==> config.mk <==
export PLATFORM = sky130hd
export DESIGN_NAME = count_reporter
export DESIGN_NICKNAME = d
export VERILOG_FILES = /design/src/rtl/count_report_pkg.sv /design/src/rtl/report_shifter.sv /design/src/rtl/count_reporter.sv
export SDC_FILE = /design/constraint.sdc
export NUM_CORES = 1
export LEC_CHECK = 0
export CAP_MARGIN = 20
export CELL_PAD_IN_SITES_DETAIL_PLACEMENT = 0
export CELL_PAD_IN_SITES_GLOBAL_PLACEMENT = 1
export CORE_UTILIZATION = 40
export DETAILED_ROUTE_END_ITERATION = 6
export HOLD_SLACK_MARGIN = 0.05
export PLACE_DENSITY = 0.85
export SETUP_SLACK_MARGIN = 0.2
export SLEW_MARGIN = 20
export SYNTH_ARGS = -nofsm -noshare
export SYNTH_HDL_FRONTEND = slang
export SYNTH_SLANG_ARGS = --single-unit
==> constraint.sdc <==
create_clock -name Clk -period 2.3 [get_ports Clk]
set_clock_uncertainty 0.15 [all_clocks]
set_input_delay 0.46 -clock Clk [delete_from_list [all_inputs] [get_ports Clk]]
set_output_delay 0.46 -clock Clk [all_outputs]
set_load 0.01 [all_outputs]
==> src/rtl/count_report_pkg.sv <==
`default_nettype none
// ============================================================================
//  Module      : count_report_pkg
//  Description : Shared definitions for the count reporter. Holds the frame
//                state encoding, the default frame header byte and the
//                bytes-per-count helper.
//  Ports       : none (package)
//  Revision    : 1.0 - initial release
// ============================================================================
package count_report_pkg;

  // Frame state encoding
  localparam logic [1:0] ST_IDLE    = 2'd0;
  localparam logic [1:0] ST_HDR     = 2'd1;
  localparam logic [1:0] ST_PAYLOAD = 2'd2;
  localparam logic [1:0] ST_CSUM    = 2'd3;

  typedef enum logic [1:0] {
    S_IDLE    = ST_IDLE,
    S_HDR     = ST_HDR,
    S_PAYLOAD = ST_PAYLOAD,
    S_CSUM    = ST_CSUM
  } state_t;

  localparam logic [7:0]  HDR_DEFAULT   = 8'hA5;
  localparam int unsigned CNT_W_DEFAULT = 64;
  localparam int unsigned BYTES_PER_CNT = CNT_W_DEFAULT / 8;

  // Bytes carried by one count of the given bit width
  function automatic int unsigned bytes_per_cnt(input int unsigned width);
    return width / 8;
  endfunction

endpackage
`default_nettype wire

==> src/rtl/report_shifter.sv <==
`default_nettype none
// ============================================================================
//  Module      : report_shifter
//  Description : Shadow register for the two captured counts. It loads
//                {cnt0,cnt1} on a snapshot and shifts left one byte per
//                payload transfer, so the byte to send is always at the top.
//  Ports       : clk, rst_n        - clock, async active-low reset
//                load              - capture {cnt0,cnt1}
//                shift             - shift left by 8 bits
//                cnt0, cnt1        - live counts
//                top_byte          - byte currently at the top of the shadow
//                next_byte         - byte that becomes the top after a shift
//  Revision    : 1.0 - initial release
// ============================================================================
module report_shifter
  import count_report_pkg::*;
#(
  parameter int unsigned CNT_W = CNT_W_DEFAULT
) (
  input  logic             clk,
  input  logic             rst_n,
  input  logic             load,
  input  logic             shift,
  input  logic [CNT_W-1:0] cnt0,
  input  logic [CNT_W-1:0] cnt1,
  output logic [7:0]       top_byte,
  output logic [7:0]       next_byte
);

  localparam int unsigned SH_W = 2 * CNT_W;

  logic [SH_W-1:0] shadow;

  always_ff @(posedge clk or negedge rst_n) begin
    if (!rst_n) begin
      shadow <= '0;
    end else if (load) begin
      shadow <= {cnt0, cnt1};
    end else if (shift) begin
      shadow <= {shadow[SH_W-9:0], 8'h00};
    end
  end

  assign top_byte  = shadow[SH_W-1 -: 8];
  assign next_byte = shadow[SH_W-9 -: 8];

endmodule
`default_nettype wire

==> src/rtl/count_reporter.sv <==
`default_nettype none
// ============================================================================
//  Module      : count_reporter
//  Description : Snapshots two event counts on Req and streams them as a
//                framed byte sequence over a valid/ready link:
//                HDR, Cnt0 (MSB first), Cnt1 (MSB first) [, checksum].
//                Counts keep running while a frame is in flight.
//  Build option: REPORT_CSUM_EN - when defined, a trailing byte holding the
//                XOR of all payload bytes is appended to each frame.
//  Ports       : Clk, Reset_n      - clock, async active-low reset
//                Req               - report request, sampled while idle
//                Cnt0, Cnt1        - counts to report
//                Tx_Data, Tx_Valid - byte stream out
//                Tx_Ready          - sink ready
//                Busy              - frame in flight
//                Done              - one-cycle pulse after the last byte
//  Revision    : 1.0 - initial release
// ============================================================================
module count_reporter
  import count_report_pkg::*;
#(
  parameter int unsigned CNT_W = CNT_W_DEFAULT,
  parameter logic [7:0]  HDR   = HDR_DEFAULT
) (
  input  logic             Clk,
  input  logic             Reset_n,
  input  logic             Req,
  input  logic [CNT_W-1:0] Cnt0,
  input  logic [CNT_W-1:0] Cnt1,
  output logic [7:0]       Tx_Data,
  output logic             Tx_Valid,
  input  logic             Tx_Ready,
  output logic             Busy,
  output logic             Done
);

  localparam int unsigned     PAYLOAD_BYTES = 2 * bytes_per_cnt(CNT_W);
  localparam int unsigned     IDX_W         = (PAYLOAD_BYTES > 1) ? $clog2(PAYLOAD_BYTES) : 1;
  localparam logic [IDX_W-1:0] LAST_IDX     = IDX_W'(PAYLOAD_BYTES - 1);

  state_t           state;
  state_t           state_nxt;
  logic [IDX_W-1:0] idx;
  logic [IDX_W-1:0] idx_nxt;
  logic [7:0]       data_nxt;
  logic             done_nxt;
  logic             load;
  logic             shift;
  logic             xfer;
  logic [7:0]       top_byte;
  logic [7:0]       next_byte;
`ifdef REPORT_CSUM_EN
  logic [7:0]       acc;
  logic [7:0]       acc_nxt;
`endif

  report_shifter #(
    .CNT_W (CNT_W)
  ) u_shifter (
    .clk       (Clk),
    .rst_n     (Reset_n),
    .load      (load),
    .shift     (shift),
    .cnt0      (Cnt0),
    .cnt1      (Cnt1),
    .top_byte  (top_byte),
    .next_byte (next_byte)
  );

  // Valid is a pure function of state so an async reset retracts it at once.
  assign Tx_Valid = (state != S_IDLE);
  assign Busy     = (state != S_IDLE);
  assign xfer     = Tx_Valid && Tx_Ready;

  always_ff @(posedge Clk or negedge Reset_n) begin
    if (!Reset_n) begin
      state   <= S_IDLE;
      idx     <= '0;
      Tx_Data <= 8'h00;
      Done    <= 1'b0;
`ifdef REPORT_CSUM_EN
      acc     <= 8'h00;
`endif
    end else begin
      state   <= state_nxt;
      idx     <= idx_nxt;
      Tx_Data <= data_nxt;
      Done    <= done_nxt;
`ifdef REPORT_CSUM_EN
      acc     <= acc_nxt;
`endif
    end
  end

  always_comb begin
    state_nxt = state;
    idx_nxt   = idx;
    data_nxt  = Tx_Data;
    done_nxt  = 1'b0;
    load      = 1'b0;
    shift     = 1'b0;
`ifdef REPORT_CSUM_EN
    acc_nxt   = acc;
`endif
    case (state)
      S_IDLE: begin
        data_nxt = 8'h00;
        if (Req) begin
          state_nxt = S_HDR;
          load      = 1'b1;
          data_nxt  = HDR;
          idx_nxt   = '0;
`ifdef REPORT_CSUM_EN
          acc_nxt   = 8'h00;
`endif
        end
      end
      S_HDR: begin
        if (xfer) begin
          // Shadow already holds the capture; its top byte is payload byte 0.
          state_nxt = S_PAYLOAD;
          data_nxt  = top_byte;
          idx_nxt   = '0;
        end
      end
      S_PAYLOAD: begin
        if (xfer) begin
          shift   = 1'b1;
          idx_nxt = idx + 1'b1;
`ifdef REPORT_CSUM_EN
          acc_nxt = acc ^ top_byte;
`endif
          if (idx == LAST_IDX) begin
`ifdef REPORT_CSUM_EN
            state_nxt = S_CSUM;
            data_nxt  = acc ^ top_byte;
`else
            state_nxt = S_IDLE;
            data_nxt  = 8'h00;
            done_nxt  = 1'b1;
`endif
          end else begin
            // Byte under the top moves up on this shift.
            data_nxt = next_byte;
          end
        end
      end
`ifdef REPORT_CSUM_EN
      S_CSUM: begin
        if (xfer) begin
          state_nxt = S_IDLE;
          data_nxt  = 8'h00;
          done_nxt  = 1'b1;
        end
      end
`endif
      default: begin
        state_nxt = S_IDLE;
        data_nxt  = 8'h00;
      end
    endcase
  end

endmodule
`default_nettype wire

==> results.toml, run 1 <==
[run_status]
status = "complete, no violations"

[clock_network]
cts_tree = "done"
cts_buffers = 17
cts.reportedPaths.clkPinSlew_ns = 0.06
htreeDepth = 4
clock_path_buffers = 2
clkSinkCount = 143
clockRootBuffer = "clkbuf_16"
clock_latency_ns = 0.42

[power]
power_density_mw_per_mm2 = 1207
cellLeakagePower_nw = 3.871
ir_drop_mv = 0.4820

[worst_setup_path]
r2r_start = "state[1]"
cp.required_ns = 2.41
critPathMaxFanout = 30
critical_path_class = "flop to flop"
critPathMaxStageDelay_ns = 0.68
crit_path_end_kind = "flop"
cpMaxStageDelayCell = "nor2_4"
startpoint_type = "flop"
arrival_ns = 2.14
cp_num_buf_inv = 1
crit_chain = "buf_4 -> and3b_1 -> nor2_4 -> o21ai_0"
cpLargestDelayFamily = "simple AND/OR/NAND/NOR gates"
crit_start = "state[1]"

[timing]
final-setup-viol-count = 0
tns_ns = 0
worstMarginPinSlew_ns = 0.7811
slew_headroom_pct = 47.81
slew_viol_final = 0
clock.fmax_ghz = 0.4932
holdWs_ns = 0.3491
period_share_pct = 88.16
hold_viol_final = 0
finalCriticalPeriod_ns = 2.028
grt_setup_unrepaired = "yes"

[synthesis]
synth_mux_area_share_pct = 15.22
synth_top_area_share_pct = 51.77
synth_cell_types = 40
synthTopCellsByCount = "dfrtp_1, mux2i_1, nand3_1"
ys_seq_area_share_pct = 51.77
synth_edf_count = 0
synth_compound_area_share_pct = 12.76
async_reset_ff_share_pct = 100.0
netlist_instances = 652
synth_fa_ha_area_share_pct = 0.1810
synth_top_flop_cell = "dfrtp_1"
syn_avg_cell_area_um2 = 10.60
yosysTopAreaCell = "dfrtp_1"
synth_top_family_by_area = "multiplexers"
synth.area.top_cells = "dfrtp_1, mux2i_1, nand3_1"
synthSimpleGateAreaFrac_pct = 13.87
ys_seq_elements = 143
ys_warn_count = 0
syn-num-nets = 785
netlist_area_mm2 = 0.006912
synth_most_common_cell = "dfrtp_1"
synth_xor_area_share_pct = 0.1267

[global_route]
grt_overflow_total = 0
grt_antenna_before_repair = 0
grt_pass1_wl_mm = 28.77
grt_usage_pct = 20.55
grt_pass1_vias = 5822
grt_max_degree = 67

[place]
gp_congestion = 0.7988
io_buffers = 142
hpwl_mm = 11.86
placedCellCount = 979

[floorplanning]
die_area_mm2 = 0.01781
die_h_um = 133.5
io_pins = 143
start_util_pct = 41.38
design.core.area_mm2 = 0.01670
die_w_um = 133.5
num_rows = 47

[drt]
routed_wl_mm = 17.94
wl_per_cell_um = 17.69
vias = 5547
drc_errors = 0
drtIter0Drc = 321
dr.pass1.iters = 5
vias_per_cell = 5.470
drtAntennaViolNets = 0

[final_layout]
multi_input_area_mm2 = 0.002934
syn_to_final_growth_pct = 31.86
stdcell_count = 1014
drive_above_1_share_pct = 9.320
fill_cells = 1463
nets = 915
antenna_cells = 0
fin_util_pct = 54.57
seq_area_mm2 = 0.003580

[min_path]
hp-start = "u_shifter.shadow[15]"
hp-class = "flop to flop"

[flow_run]
cap_violations = 0
## logic make-up (layout without fill, tap and decap cells)
group | Yosys count | count (layout)
DFF | 143 | 143
and+or+nand+nor | 186 | 187
adders and majority gates | 1 | 1
buffers and inverters | 63 | 204
AOI/OAI and AO/OA | 153 | 153
muxes | 105 | 105
xor gates and xnor gates | 1 | 1
## area by class of cell
class,count,area share [%]
multi-input cells,447,32.19
well taps,220,3.020
repair buffers,171,19.56
inverters,2,0.08237
clock buffers,24,5.176
clock inverters,7,0.6864
flip-flops and latches,143,39.28
## stage by stage
step	cell area [um2]	power [mW]	setup slack (ns)
finish	9114	11.00	0.2724
global route	9114	11.74	0.1807
CTS	9109	11.08	0.1785
detailed placement	8552	8.466	-0.2035
global placement	8552	8.282	-0.1589
floorplan	6912	7.127	0.5899
## path summary, 6_finish.rpt
kind | to | slack [ns] | depth (start not counted)
worst max-delay path | u_shifter.shadow[117] | 0.27 | 4
worst min-delay path | u_shifter.shadow[15] | 0.35 | 2
worst max register to register | u_shifter.shadow[117] | 0.27 | 4
worst min register to register | u_shifter.shadow[15] | 0.35 | 2
max in group asynchronous | u_shifter.shadow[28] | 0.92 | 3
min in group asynchronous | u_shifter.shadow[9] | 0.41 | 2
## where the power goes
group,switching (mW),internal [mW]
Combinational,2.27,1.98
Sequential,0.639,3.58
Clock,1.01,1.53
Total,3.92,7.08
## repair_timing
item,CTS,global route
resized for setup,8,1
endpoints found under the setup margin,53,54
hold buffers,1,0
cloned,0,1
hold endpoints to repair,48,0
buffers inserted,2,0
pin swaps,1,1
## cells in the final DEF, fill, tap and decap left out, types with 2 or more instances in the layout
| master | count |
|---|---|
| a32oi_1 | 4 |
| a21o_1 | 5 |
| dfrtp_1 | 142 |
| clkbuf_16 | 17 |
| clkinv_2 | 5 |
| mux2i_1 | 104 |
| clkbuf_1 | 5 |
| o21ai_0 | 37 |
| inv_1 | 2 |
| nand2b_1 | 3 |
| nor2_1 | 17 |
| nor2b_1 | 5 |
| buf_4 | 16 |
| a22o_1 | 9 |
| and3b_1 | 2 |
| o21ai_1 | 67 |
| nor3_1 | 2 |
| nand3_2 | 10 |
| clkdlybuf4s50_1 | 139 |
| a31oi_1 | 19 |
| a22oi_1 | 5 |
| o21bai_1 | 2 |
| buf_2 | 2 |
| buf_12 | 12 |
| clkbuf_8 | 2 |
| nand3_1 | 101 |
| nand2_1 | 40 |
## routing by layer
layer	vias to the layer above	share of wire, %	GRT usage, %
li1	2619	-	-
met1	2759	43	25.72
met2	139	51	34.81
met3	30	3.8	3.767
met4	0	2.2	8.775
met5	-	0	0
## tightest hold or removal path, stage by stage, from the launching register on
cell and delay [ns]:
dfrtp_1 0.34, nand3_1 0.06, o21ai_0 0.06
## registers in the layout (all words and copies together), names as in the netlist
signal            flops
Tx_Data               8
u_shifter.shadow    128
Done                  1
state                 2
idx                   4
Power figures use the tool's default switching activity.
==> run 2: changes to the inputs <==
Settings changed: CAP_MARGIN 20 to default.
==> results of run 2 <==
The final DEF is identical to that of run 1; final timing and power are the same.
